**config.mk**
```make
export PLATFORM = sky130hd
export DESIGN_NAME = rx_fifo_burst_ctrl
export DESIGN_NICKNAME = d
export VERILOG_FILES = /design/src/rtl/rx_ctrl_pkg.sv /design/src/rtl/rx_ctrl_skid.sv /design/src/rtl/rx_fifo_burst_ctrl.sv
export SDC_FILE = /design/constraint.sdc
export NUM_CORES = 1
export LEC_CHECK = 0
export ABC_AREA = 1
export BUFFER_PORTS_ARGS = -buffer_cell sky130_fd_sc_hd__buf_2
export CAP_MARGIN = 20
export CORE_UTILIZATION = 25
export CTS_CLUSTER_SIZE = 8
export DETAILED_ROUTE_END_ITERATION = 10
export GPL_TIMING_DRIVEN = 1
export PLACE_DENSITY = 0.44
export SETUP_SLACK_MARGIN = 0.15
export SLEW_MARGIN = 20
export SYNTH_ARGS = -nofsm -noshare
export SYNTH_HDL_FRONTEND = slang
export SYNTH_SLANG_ARGS = --single-unit
```
**constraint.sdc**
```tcl
create_clock -name clk -period 17.55 [get_ports clk]
set_input_delay 2.6325 -clock clk [delete_from_list [all_inputs] [get_ports clk]]
set_output_delay 2.6325 -clock clk [all_outputs]
set_load 0.05 [all_outputs]
```
**src/rtl/rx_ctrl_pkg.sv**
```systemverilog
// Shared types and sizes for the RX FIFO burst controller.
package rx_ctrl_pkg;

  localparam int unsigned BYTES_PER_WORD = 16;
  localparam int unsigned RD_WORD_W      = 128;
  localparam int unsigned BYTE_CNT_W     = $clog2(BYTES_PER_WORD);
  localparam int unsigned AVAIL_W        = 9;
  localparam int unsigned CNT_W          = 8;

  typedef enum logic [1:0] {
    IDLE      = 2'd0,
    REQ       = 2'd1,
    XFER      = 2'd2,
    WAIT_DONE = 2'd3
  } state_t;

endpackage

```
**src/rtl/rx_ctrl_skid.sv**
```systemverilog
// Two-entry valid/ready buffer for FIFO read words; head entry drives the output
// directly from flops. occ_c is the occupancy left after this cycle's pop, so the
// read-issue logic can keep one word per cycle flowing.
module rx_ctrl_skid
  import rx_ctrl_pkg::*;
(
  input  logic                 clk,
  input  logic                 tb_rst,
  input  logic                 in_valid,
  input  logic [RD_WORD_W-1:0] in_data,
  output logic                 out_valid,
  output logic [RD_WORD_W-1:0] out_data,
  input  logic                 out_ready,
  output logic [1:0]           occ_c
);

  logic                 head_v;
  logic                 tail_v;
  logic [RD_WORD_W-1:0] head_d;
  logic [RD_WORD_W-1:0] tail_d;
  logic                 pop;

  assign pop       = head_v & out_ready;
  assign out_valid = head_v;
  assign out_data  = head_d;
  assign occ_c     = 2'(head_v) + 2'(tail_v) - 2'(pop);

  // Head/tail storage: pop promotes tail to head, push fills the first free slot.
  always_ff @(posedge clk or posedge tb_rst) begin
    if (tb_rst) begin
      head_v <= 1'b0;
      tail_v <= 1'b0;
      head_d <= '0;
      tail_d <= '0;
    end else if (pop) begin
      if (tail_v) begin
        head_d <= tail_d;
        tail_v <= in_valid;
        if (in_valid) tail_d <= in_data;
      end else begin
        head_v <= in_valid;
        if (in_valid) head_d <= in_data;
      end
    end else if (in_valid) begin
      if (!head_v) begin
        head_v <= 1'b1;
        head_d <= in_data;
      end else begin
        tail_v <= 1'b1;
        tail_d <= in_data;
      end
    end
  end

endmodule

```
**src/rtl/rx_fifo_burst_ctrl.sv**
```systemverilog
// Capture-path sequencer for RX_FIFO: gates bytes in, counts readable 128-bit words,
// requests the frame-buffer arbiter per burst and drains the burst with valid/ready
// while walking a wrapping frame address.
// Optional feature macro: RX_CTRL_DROP_CNT_EN adds a saturating drop_cnt[15:0] output.
module rx_fifo_burst_ctrl
  import rx_ctrl_pkg::*;
#(
  parameter int unsigned BURST_LEN   = 16,
  parameter int unsigned ADDR_W      = 28,
  parameter int unsigned BASE_ADDR   = 0,
  parameter int unsigned FRAME_WORDS = 115200
) (
  input  logic                 clk,
  input  logic                 tb_rst,
  input  logic [7:0]           in_data,
  input  logic                 in_valid,
  output logic [7:0]           fifo_wr_data,
  output logic                 fifo_wr_en,
  input  logic                 fifo_wr_full,
  output logic                 fifo_rd_en,
  input  logic [RD_WORD_W-1:0] fifo_rd_data,
  input  logic                 fifo_rd_empty,
  input  logic                 frame_start,
  output logic                 wr_req,
  input  logic                 wr_gnt,
  output logic [ADDR_W-1:0]    wr_addr,
  output logic [7:0]           wr_len,
  output logic [RD_WORD_W-1:0] wr_data,
  output logic                 wr_data_valid,
  input  logic                 wr_data_ready,
  input  logic                 wr_done,
  output logic                 busy,
  output logic                 overflow
`ifdef RX_CTRL_DROP_CNT_EN
  ,
  output logic [15:0]          drop_cnt
`endif
);

  localparam int unsigned AW1 = ADDR_W + 1;

  state_t                state_q;
  state_t                state_d;
  logic [BYTE_CNT_W-1:0] byte_cnt;
  logic [AVAIL_W-1:0]    avail;
  logic [CNT_W-1:0]      rd_issued;
  logic [CNT_W-1:0]      beat_cnt;
  logic                  rd_inflight;
  logic                  frame_pend;
  logic [1:0]            skid_occ_c;
  logic                  word_done;
  logic                  beat_fire;
  logic                  drop;
  logic [AW1-1:0]        addr_sum;
  logic [AW1-1:0]        addr_limit;

  // Write side is a pure gate onto the FIFO.
  assign fifo_wr_en   = in_valid & ~fifo_wr_full;
  assign fifo_wr_data = in_data;
  assign drop         = in_valid & fifo_wr_full;
  assign word_done    = fifo_wr_en & (byte_cnt == BYTE_CNT_W'(BYTES_PER_WORD - 1));
  assign beat_fire    = wr_data_valid & wr_data_ready;
  assign wr_len       = 8'(BURST_LEN);
  assign addr_sum     = AW1'(wr_addr) + AW1'(BURST_LEN);
  assign addr_limit   = AW1'(BASE_ADDR + FRAME_WORDS);

  // Byte and readable-word accounting, sticky overflow.
  always_ff @(posedge clk or posedge tb_rst) begin
    if (tb_rst) begin
      byte_cnt    <= '0;
      avail       <= '0;
      overflow    <= 1'b0;
      rd_inflight <= 1'b0;
    end else begin
      if (fifo_wr_en) byte_cnt <= byte_cnt + BYTE_CNT_W'(1);
      avail       <= avail + AVAIL_W'(word_done) - AVAIL_W'(fifo_rd_en);
      overflow    <= overflow | drop;
      rd_inflight <= fifo_rd_en;
    end
  end

`ifdef RX_CTRL_DROP_CNT_EN
  // Saturating count of bytes dropped against a full FIFO.
  always_ff @(posedge clk or posedge tb_rst) begin
    if (tb_rst) begin
      drop_cnt <= '0;
    end else if (drop && (drop_cnt != 16'hFFFF)) begin
      drop_cnt <= drop_cnt + 16'd1;
    end
  end
`endif

  // FSM state register.
  always_ff @(posedge clk or posedge tb_rst) begin
    if (tb_rst) state_q <= IDLE;
    else        state_q <= state_d;
  end

  // FSM next-state logic.
  always_comb begin
    state_d = state_q;
    case (state_q)
      IDLE:      if (avail >= AVAIL_W'(BURST_LEN)) state_d = REQ;
      REQ:       if (wr_gnt) state_d = XFER;
      XFER:      if (beat_fire && (beat_cnt == CNT_W'(BURST_LEN - 1))) state_d = WAIT_DONE;
      WAIT_DONE: if (wr_done) state_d = IDLE;
      default:   state_d = IDLE;
    endcase
  end

  // FSM outputs; reads are throttled so skid plus in-flight never exceeds two words.
  always_comb begin
    wr_req     = 1'b0;
    busy       = 1'b0;
    fifo_rd_en = 1'b0;
    wr_req     = (state_q == REQ);
    busy       = (state_q != IDLE);
    fifo_rd_en = (state_q == XFER) && (rd_issued < CNT_W'(BURST_LEN)) &&
                 ((3'(skid_occ_c) + 3'(rd_inflight)) < 3'd2) &&
                 !fifo_rd_empty && (avail != '0);
  end

  // Per-burst read and beat counters, cleared outside XFER.
  always_ff @(posedge clk or posedge tb_rst) begin
    if (tb_rst) begin
      rd_issued <= '0;
      beat_cnt  <= '0;
    end else if (state_q != XFER) begin
      rd_issued <= '0;
      beat_cnt  <= '0;
    end else begin
      if (fifo_rd_en) rd_issued <= rd_issued + CNT_W'(1);
      if (beat_fire)  beat_cnt  <= beat_cnt + CNT_W'(1);
    end
  end

  // Frame address walk; a frame_start outside IDLE is held until the burst completes.
  always_ff @(posedge clk or posedge tb_rst) begin
    if (tb_rst) begin
      wr_addr    <= ADDR_W'(BASE_ADDR);
      frame_pend <= 1'b0;
    end else if (state_q == IDLE) begin
      if (frame_start) begin
        wr_addr    <= ADDR_W'(BASE_ADDR);
        frame_pend <= 1'b0;
      end
    end else begin
      if (frame_start) frame_pend <= 1'b1;
      if ((state_q == WAIT_DONE) && wr_done) begin
        frame_pend <= 1'b0;
        if (frame_pend || frame_start) wr_addr <= ADDR_W'(BASE_ADDR);
        else if (addr_sum >= addr_limit) wr_addr <= ADDR_W'(BASE_ADDR);
        else wr_addr <= addr_sum[ADDR_W-1:0];
      end
    end
  end

  rx_ctrl_skid u_skid (
    .clk       (clk),
    .tb_rst    (tb_rst),
    .in_valid  (rd_inflight),
    .in_data   (fifo_rd_data),
    .out_valid (wr_data_valid),
    .out_data  (wr_data),
    .out_ready (wr_data_ready),
    .occ_c     (skid_occ_c)
  );

endmodule

```
# Word-level counts from Yosys, hierarchy flattened
# Cells that the tools add are included.
[word_totals]
register_bits = 320
in_bits = 145
output_inout_bits = 178
[op_classes]
add_sub_neg = 9
order_cmp = 4
eq_ne = 15
mux = 34
bitwise = 6
reduce_logical = 25
[ops]
columns = ["op", "n"]
rows = [
  ["128-bit 2-to-1 mux", 9],
  ["28-bit 2-to-1 mux", 5],
  ["8-bit 2-to-1 mux", 4],
  ["28-bit by 5-bit adder with 29-bit output (second input constant)", 1],
  ["29-bit by 17-bit >= comparator with 1-bit output (second input constant)", 1],
  ["8-bit by 1-bit adder with 8-bit output (second input constant)", 2],
  ["2-bit inequality test (second input constant)", 8],
  ["2-bit nonzero test", 8],
  ["1-bit 2-to-1 mux", 11],
  ["9-bit by 1-bit adder with 9-bit output", 1],
  ["9-bit by 5-bit >= comparator with 1-bit output (second input constant)", 1],
  ["9-bit nonzero test", 1],
  ["9-bit by 1-bit subtractor with 9-bit output", 1],
  ["8-bit by 4-bit equality test with 1-bit output (second input constant)", 1],
  ["8-bit by 5-bit less-than comparator with 1-bit output (second input constant)", 1],
  ["2-bit 2-to-1 mux", 4],
  ["2-bit case mux with 4 select lines", 1],
  ["2-bit AND reduction", 4],
  ["4-bit AND reduction", 2],
  ["1-bit logical AND", 6],
  ["4-bit by 1-bit adder with 4-bit output (second input constant)", 1],
  ["1-bit AND", 4],
  ["2-bit equality test (second input constant)", 2],
  ["4-bit equality test (second input constant)", 1],
  ["other kinds (12)", 13],
]

# Depth between registers and ports, before layout
# Gate-level depths: netlist of the first run.
[depth]
ltp_word = 9
mapped_depth = 17
depth_no_buf = 17

# Hierarchy
# From an unflattened synthesis of the first run, not the netlist that was laid out.
[unflattened]
hier_cells = 2040
area_unflattened_um2 = 15841.4
[by_module_without_submodules]
columns = ["module", "n_inst", "cells_per_inst", "area_each_um2", "seq_area_each_um2"]
rows = [
  ["rx_ctrl_skid", 1, 1550, 11985.2, 6456.2],
  ["rx_fifo_burst_ctrl", 1, 490, 3856.2, 1451.4],
]

# Least setup slack after synthesis of the first run
# No wires, ideal clock.
[synth_path]
kind = "in2out"
start = "in wr_data_ready"
end = "out fifo_rd_en"
t_arrival_ns = 3.786
required_ns = 14.917
slack_ns = 11.131
path_stages = 7
path_buffers = 0
cell_sequence = "nor2_1 > ha_1 > a21oi_1 > nand4_1 > nor2_1 > nand2_1 > inv_1"
[synth_via]
elab_chain_len = 7
[synth_lines]
columns = ["item", "line", "text"]
rows = [
  ["start: declaration", "rx_fifo_burst_ctrl.sv:30", "input logic wr_data_ready,"],
  ["1-bit AND", "rx_ctrl_skid.sv:23", "assign pop = head_v & out_ready;"],
  ["2-bit by 1-bit subtractor with 2-bit output", "rx_ctrl_skid.sv:26", "assign occ_c = 2'(head_v) + 2'(tail_v) - 2'(pop);"],
  ["2-bit by 1-bit adder with 3-bit output", "rx_fifo_burst_ctrl.sv:119", "((3'(skid_occ_c) + 3'(rd_inflight)) < 3'd2) &&"],
  ["3-bit by 2-bit less-than comparator with 1-bit output", "rx_fifo_burst_ctrl.sv:119", ""],
  ["1-bit logical AND", "rx_fifo_burst_ctrl.sv:118", "fifo_rd_en = (state_q == XFER) && (rd_issued < CNT_W'(BURST_LEN)) &&"],
  ["1-bit logical AND", "rx_fifo_burst_ctrl.sv:119", ""],
  ["1-bit logical AND", "rx_fifo_burst_ctrl.sv:120", "!fifo_rd_empty && (avail != '0);"],
  ["end: declaration", "rx_fifo_burst_ctrl.sv:20", "output logic fifo_rd_en,"],
]
# No other way between the ends.

# Final worst setup path of the first run
# Ends and elaborated chain as after synthesis.

==> results.yml, run 1 <==
drt:
  routed_wl_um: 39190
  ant_nets: 0
  met3_wirelength_um: 2770
  drcViolationCount: 0
  dr_wl_met2_um: 17290
  via_per_inst: 4.272
  initialDrtViolationCount: 534
  top_layer_used: "met5"
  vias: 11886
  firstDrtPassIters: 5
  wl_per_cell_um: 14.09
  met1Wirelength_um: 18280
clocking:
  clockRootBuffer: "clkbuf_16"
  worstSkewPairLatency_ns: 0.56
  cts_hold_buf: 0
  clock_sinks: 316
  htreeDepth: 2
  cts_buffer_depth: 3
  cts.repair.resized: 0
  cts.clk_slew.worst_paths_ns: 0.05
  cts_tree: "built"
  postCtsSetupBuffers: 0
  cts_inserted_buffers: 46
floorplan:
  die_h_um: 245.3
  initial_utilization: 0.2546
  fp.dieW_um: 245.3
  coreArea_mm2: 0.05814
  fp.dieArea_mm2: 0.06018
  io_pins: 323
  fp-row-count: 88
logic_synthesis:
  ys_ff_latch: 316
  yosys_most_used_dff: "dfrtp_1"
  synth_cells: 1753
  synth.most_common_cell: "nand2_1"
  synth.area.top_cells: "dfrtp_1, nand2_1, o21ai_0, o21a_1, inv_1"
  synth_cell_types: 35
  avgSynthCellArea_um2: 8.444
  synth_common_cells: "nand2_1, dfrtp_1, o21ai_0"
  synth-edff-count: 0
  synth_seq_area_share: 0.5342
  ys_warn_count: 0
  async_reset_ff_frac: 1.000
  yosysTopAreaCell: "dfrtp_1"
  netlist.area_leader.share: 0.5342
  syn_area_mm2: 0.01480
placed_design:
  place_area_mm2: 0.01686
  pre_cts_ws_ns: 10.63
  dp.final_hpwl_um: 25590
  dp.cells: 2723
  gp_congestion: 0.7887
  portBuffers: 294
job:
  cap_violations: 0
sta:
  fmax_mhz: 145.3
  hold_ws_ns: 0.4494
  max_slew_margin: 0.3230
  setup_violations: 0
  report.final.hold_viol_count: 0
  finalMaxSlewViolations: 0
  rsz0062_at_grt: "no"
  tightest_slew_ns: 1.013
  finalCritPeriodShare: 0.3922
  setup_ws_ns: 10.67
  setup-tns-final_ns: 0
  worst_clock_skew_ns: 0.01374
  period_minus_slack_ns: 6.883
cells_and_area:
  design_area_mm2: 0.01818
  final_cells: 2782
  drive_above_1_share: 0.1887
  area_delta_synth_final_pct: 22.81
  finish.utilization: 0.3127
  layout.nets: 2179
critical_path:
  critPathKind: "input pin to output pin"
  startpoint_type: "input pin"
  arrival_ns: 4.25
  crit_required_ns: 14.92
  cp_max_fo: 7
  critPathMaxStageDelay_ns: 0.30
  endpoint_kind: "output pin"
  critPathSlowestCell: "buf_2"
  path_cells: "buf_2 > nor2_1 > ha_1 > a21oi_1 > nand4_1 > nor2_1 > nand2_1 > inv_1 > buf_2"
pwr:
  power.static_leakage_nw: 9.039
  vdd_drop_max_mv: 0.08923
  cellPowerDensity_mw_per_mm2: 191.0
  power_mw: 3.472
run_status:
  status: "completed"
global_routing:
  grt_use_total: 0.1309
  grt_pass1_vias: 11605
  grt_overflow: 0
  grt_pass1_wl_um: 63490
  antenna_found_initial: 8
  grt_max_degree: 140
worst_hold_path:
  worstHoldPathType: "flip-flop to flip-flop"
## final timing paths
path / startpoint / to / cells after the start / slack (ns)
max: wr_data_ready / fifo_rd_en / 9 / 10.67
min reg2reg: overflow / overflow / 1 / 0.45
max reg2reg: u_skid.out_valid / u_skid.out_data[111] / 8 / 13.36
min: overflow / overflow / 1 / 0.45
max in group asynchronous: tb_rst / wr_addr[7] / 3 / 13.86
min in group asynchronous: tb_rst / u_skid.out_data[20] / 2 / 2.26
## final cells by class
cell class                 count  area (um2)
timing repair buffer         306        1594
fill                        6230       39960
clock inverter                 3       58.81
inverter                     208       793.3
antenna                        3       7.507
tap                          765       957.2
sequential                   316        7908
clock buffer                  52        1225
multi-input combinational   1129        5635
## kinds of logic (layout without fill, tap and decap cells)
logic type      Yosys count  after routing  synth area share
simple gates            639            639            0.1726
compound gates          433            433            0.1693
buf+inv                 318            569           0.08918
flops                   316            316            0.5342
fa+ha+maj                27             27           0.02333
xor+xnor                 17             17           0.01006
other cells               2             15         0.0005074
mux                       1              1         0.0007607
## report_power, final
part           total (mW)  internal [mW]  leakage, nW  switching (mW)
combinational        1.42          0.407         4.60            1.01
sequential           1.23           1.06         3.80           0.170
clock               0.823          0.500        0.632           0.323
total                3.47           1.96         9.04            1.51
## critical path: cells and delay by family
kind	cells	cell delay, ns
and+or+nand+nor	4	0.57
adders and majority gates	1	0.28
buffers and inverters	3	0.58
AOI/OAI and AO/OA	1	0.18
## layout by cell type, fill, tap and decap left out, drive strengths merged
cell type    n
clkbuf      52
nand3b       2
a21oi       22
nor3b        1
a21o         1
nand4       13
buf        306
ha          26
fa           1
conb        12
o21ai      276
a221oi       1
nor2        78
o22ai        1
bufinv       1
a31oi        1
o311ai       1
inv        210
xnor2        5
nor3         6
diode        3
nand3       34
dfrtp      316
nand2      505
xor2        12
o21bai       1
a41oi        1
mux2         1
o21a       128
## registers in the layout, summed over array words and instances, names as in the netlist
| name | count |
|---|---|
| state_q | 2 |
| rd_inflight | 1 |
| avail | 9 |
| u_skid.tail_d | 128 |
| byte_cnt | 4 |
| beat_cnt | 8 |
| rd_issued | 8 |
| u_skid.out_valid | 1 |
| u_skid.tail_v | 1 |
| wr_addr | 24 |
| u_skid.out_data | 128 |
| overflow | 1 |
| frame_pend | 1 |
## routing by layer
metal,vias up,global-route usage
li1,6041,-
met1,5507,0.1770
met2,266,0.2011
met3,64,0.03667
met4,8,0.04099
met5,-,0
No activity file was read; power rests on OpenSTA's default activity.
==> inputs of run 2 (changes only) <==
--- a/config.mk
+++ b/config.mk
@@ -12,7 +12,7 @@
 export CTS_CLUSTER_SIZE = 8
 export DETAILED_ROUTE_END_ITERATION = 10
 export GPL_TIMING_DRIVEN = 1
-export PLACE_DENSITY = 0.44
+export PLACE_DENSITY = 0.45
 export SETUP_SLACK_MARGIN = 0.15
 export SLEW_MARGIN = 20
 export SYNTH_ARGS = -nofsm -noshare
==> constraint.sdc (replaced) <==
create_clock -name clk -period 6.3 [get_ports clk]
set_input_delay 0.945 -clock clk [delete_from_list [all_inputs] [get_ports clk]]
set_output_delay 0.945 -clock clk [all_outputs]
set_load 0.05 [all_outputs]
==> results.yml, run 2 (synthesized netlist as in run 1, its figures left out) <==
run_status:
  status: "completed"
drt:
  routed_wl_um: 39310
  firstDrtPassIters: 5
  initialDrtViolationCount: 663
  wl_per_cell_um: 14.12
  drcViolationCount: 0
  ant_nets: 0
  vias: 12048
  via_per_inst: 4.329
global_routing:
  grt_overflow: 0
  antenna_found_initial: 9
  grt_pass1_vias: 12017
  grt_use_total: 0.1327
  grt_pass1_wl_um: 64540
  grt_max_degree: 216
cells_and_area:
  layout.nets: 2176
  area_delta_synth_final_pct: 22.52
  fillerInstances: 6130
  final_common_cell: "nand2_1"
  drive_above_1_share: 0.1860
  design_area_mm2: 0.01813
  mostFrequentLayoutCells: "nand2_1, dfrtp_1, buf_2"
  final_cells: 2783
clocking:
  cts_inserted_buffers: 46
  worstSkewPairLatency_ns: 0.57
  htreeDepth: 2
  postCtsSetupBuffers: 0
  clockRootBuffer: "clkbuf_16"
  cts_hold_buf: 0
  cts_buffer_depth: 3
  cts.clk_slew.worst_paths_ns: 0.05
  clock_sinks: 316
  cts_tree: "built"
  cts.repair.resized: 0
placed_design:
  dp.final_hpwl_um: 25870
  dp.cells: 2721
  portBuffers: 294
  gp_congestion: 0.7906
  place_area_mm2: 0.01687
pwr:
  cellPowerDensity_mw_per_mm2: 530.5
  power.static_leakage_nw: 8.998
  vdd_drop_max_mv: 0.3382
sta:
  worst_clock_skew_ns: 0.02639
  setup_violations: 0
  period_minus_slack_ns: 3.521
  fmax_mhz: 284.0
  setup-tns-final_ns: 0
  rsz0062_at_grt: "no"
  report.final.hold_viol_count: 0
  finalMaxSlewViolations: 0
  tightest_slew_ns: 1.286
  finalCritPeriodShare: 0.5589
  max_slew_margin: 0.1429
critical_path:
  r2r-end: "avail[6]"
  arrival_ns: 3.99
  startpoint_type: "input pin"
  cp_max_fo: 7
  reg2reg_slack_ns: 2.81
  endpoint_kind: "flip-flop"
  rr_worst_depth: 17
  critPathLaunch: "wr_data_ready"
  r2r-start: "u_skid.out_valid"
  crit_required_ns: 6.77
  crit_path_end: "avail[6]"
  critPathKind: "input pin to flip-flop"
floorplan:
  fp-row-count: 88
  die_h_um: 245.3
  coreArea_mm2: 0.05814
  fp.dieArea_mm2: 0.06018
  initial_utilization: 0.2546
  io_pins: 323
  fp.dieW_um: 245.3
worst_hold_path:
  worstHoldPathType: "input pin to asynchronous set/reset pin"
job:
  cap_violations: 0
[run 2: layer usage]
metal	track usage	vias up	wire length (um)
li1	-	6032	-
met1	0.1718	5674	18130
met2	0.2120	258	17650
met3	0.03831	72	2606
met4	0.04210	12	861
met5	0	-	68
[run 2: layout make-up]
type / count / area, um2 / area share
Inverter: 208 / 789.5 / 0.04354
Clock buffer: 58 / 1227 / 0.06768
Timing Repair Buffer: 303 / 1577 / 0.08693
Antenna cell: 2 / 5.005 / 0.0002760
Clock inverter: 2 / 32.53 / 0.001794
Tap cell: 765 / 957.2 / 0.05278
Sequential cell: 316 / 7908 / 0.4360
Multi-Input combinational cell: 1129 / 5639 / 0.3110
[run 2: how the worst min path moves through the flow]
stage,from,endpoint
6_report,tb_rst,u_skid.out_data[127]
2_1_floorplan,rd_issued[6],rd_issued[6]
5_1_grt,tb_rst,u_skid.out_data[127]
3_5_place_dp,overflow,overflow
3_3_place_gp,overflow,overflow
4_1_cts,tb_rst,u_skid.out_data[127]
[run 2: critical path, cell delays in order]
cell and delay (ns):
buf_2 0.11, nor2_1 0.23, ha_1 0.28, a21oi_1 0.17, nand4_1 0.10, nor2_1 0.11, nand2_1 0.14, inv_1 0.15
ha_1 0.24, inv_1 0.06, ha_1 0.15, inv_1 0.05, fa_1 0.40, o21ai_0 0.38, a21oi_1 0.11, o21ai_0 0.20
xor2_1 0.16
[run 2: power by group]
| part | switching, mW | total, mW | internal [mW] |
|---|---|---|---|
| logic | 2.83 | 3.96 | 1.13 |
| clock network | 0.892 | 2.23 | 1.34 |
| registers | 0.478 | 3.42 | 2.94 |
| total | 4.20 | 9.62 | 5.42 |
[run 2: metrics by stage]
stage / hold WS, ns / utilization / worst slack [ns] / power (mW)
2_1_floorplan: 0.4337 / - / 1.144 / 6.461
3_3_place_gp: 0.4336 / 0.2901 / 2.212 / 7.394
3_5_place_dp: 0.4433 / 0.2902 / 2.233 / 7.477
4_1_cts: 0.3769 / 0.3119 / 2.761 / 9.806
5_1_grt: 0.4085 / 0.3119 / 2.466 / 10.32
6_report: 0.4105 / 0.3119 / 2.779 / 9.621
==> inputs of run 3 (changes only) <==
--- a/config.mk
+++ b/config.mk
@@ -12,7 +12,7 @@
 export CTS_CLUSTER_SIZE = 8
 export DETAILED_ROUTE_END_ITERATION = 10
 export GPL_TIMING_DRIVEN = 1
-export PLACE_DENSITY = 0.45
+export PLACE_DENSITY = 0.44
 export SETUP_SLACK_MARGIN = 0.15
 export SLEW_MARGIN = 20
 export SYNTH_ARGS = -nofsm -noshare
==> constraint.sdc (replaced) <==
create_clock -name clk -period 3.4 [get_ports clk]
set_input_delay 0.51 -clock clk [delete_from_list [all_inputs] [get_ports clk]]
set_output_delay 0.51 -clock clk [all_outputs]
set_load 0.05 [all_outputs]
==> results.yml, run 3 (synthesized netlist as in run 1, its figures left out) <==
clocking:
  cts.clk_slew.worst_paths_ns: 0.05
  clockRootBuffer: "clkbuf_16"
  cts_inserted_buffers: 46
  htreeDepth: 2
  cts_tree: "built"
  worstSkewPairLatency_ns: 0.56
  cts.repair.resized: 0
  postCtsSetupBuffers: 0
  cts_hold_buf: 0
  cts_buffer_depth: 3
  clock_sinks: 316
pwr:
  power_mw: 17.96
  power.static_leakage_nw: 9.119
  cellPowerDensity_mw_per_mm2: 978.3
  vdd_drop_max_mv: 0.5782
placed_design:
  dp.final_hpwl_um: 26930
  portBuffers: 294
  place_area_mm2: 0.01711
  gp_congestion: 0.7975
  pre_cts_ws_ns: -0.08967
  dp.cells: 2741
drt:
  firstDrtPassIters: 5
  initialDrtViolationCount: 617
  via_per_inst: 4.279
  routed_wl_um: 39390
  drcViolationCount: 0
  vias: 11972
  ant_nets: 0
  wl_per_cell_um: 14.08
floorplan:
  coreArea_mm2: 0.05814
  io_pins: 323
  die_h_um: 245.3
  fp.dieArea_mm2: 0.06018
  fp-row-count: 88
  fp.dieW_um: 245.3
  initial_utilization: 0.2546
critical_path:
  startpoint_type: "flip-flop"
  r2r-start: "u_skid.out_valid"
  r2r-end: "avail[6]"
  crit_required_ns: 3.88
  critPathKind: "flip-flop to flip-flop"
  endpoint_kind: "flip-flop"
  rr_worst_depth: 18
  reg2reg_slack_ns: 0.44
  arrival_ns: 3.44
  cp_max_fo: 3
cells_and_area:
  final_common_cell: "nand2_1"
  design_area_mm2: 0.01836
  layout.nets: 2196
  finish.utilization: 0.3158
  area_delta_synth_final_pct: 24.05
  drive_above_1_share: 0.1959
  final_cells: 2798
  mostFrequentLayoutCells: "nand2_1, dfrtp_1, buf_2"
global_routing:
  grt_pass1_vias: 11824
  use_met1: 0.1797
  grt_pass1_wl_um: 64430
  grt_use_total: 0.1329
  antenna_found_initial: 2
  grt_use_met3: 0.02925
  grt_max_degree: 147
  grt_overflow: 0
  use_met2: 0.2105
  top_usage_layer: "met2"
job:
  cap_violations: 0
sta:
  hold_ws_ns: 0.05076
  setup-tns-final_ns: 0
  tightest_slew_ns: 0.6971
  report.final.hold_viol_count: 0
  setup_ws_ns: 0.4357
  setup_violations: 0
  worst_clock_skew_ns: 0.01632
  max_slew_margin: 0.5343
  finalMaxSlewViolations: 0
  finalCritPeriodShare: 0.8719
  period_minus_slack_ns: 2.964
  rsz0062_at_grt: "no"
  fmax_mhz: 337.3
run_status:
  status: "completed"
worst_hold_path:
  worstHoldPathType: "input pin to asynchronous set/reset pin"
-- run 3: cell count changes in the layout (fill, tap and decap cells not counted), sizes merged --
cell,previous run,this run
clkinv,2,0
buf,303,323
inv,207,208
diode,2,1
clkinvlp,1,3
clkbuf,58,53
-- run 3: where the power goes --
part / internal (mW) / switching [mW] / leakage [nW] / total (mW)
combinational: 2.22 / 5.24 / 4.71 / 7.47
clock: 2.47 / 1.65 / 0.607 / 4.12
sequential: 5.46 / 0.921 / 3.80 / 6.38
-- run 3: layout make-up --
cell class,count,area [um2]
clock buffers,53,1209
multi-input cells,1129,5642
repair buffers,323,1814
flip-flops and latches,316,7908
diodes,1,2.502
fillers,6204,39770
clock inverters,3,36.28
well taps,765,957.2
inverters,208,793.3
-- run 3: how the worst max path moves through the flow --
stage	start	to	slack, ns	depth (start not counted)
2_1_floorplan	tb_rst	avail[0]	-1.32	1
3_3_place_gp	wr_data_ready	avail[6]	-0.1	18
3_5_place_dp	wr_data_ready	avail[6]	-0.09	18
4_1_cts	u_skid.out_valid	avail[6]	0.16	18
5_1_grt	u_skid.out_valid	avail[6]	0.16	18
6_report	u_skid.out_valid	avail[6]	0.44	18
-- run 3: critical path: stages (launching register included) --
cell	delay [ns]
dfrtp_1	0.34
inv_1	0.05
nor2_2	0.15
ha_1	0.27
a21oi_2	0.16
nand4_1	0.09
nor2_1	0.09
nand2_1	0.11
clkinvlp_4	0.09
ha_1	0.23
inv_1	0.06
ha_1	0.15
inv_1	0.05
fa_1	0.40
o21ai_1	0.16
buf_4	0.13
a21oi_1	0.05
o21ai_1	0.14
xor2_1	0.15
-- run 3: per-layer routing --
layer	up-vias	share of wire
met2	284	0.45
met1	5560	0.47
met5	-	0.00025
met3	64	0.057
met4	2	0.021
li1	6062	-
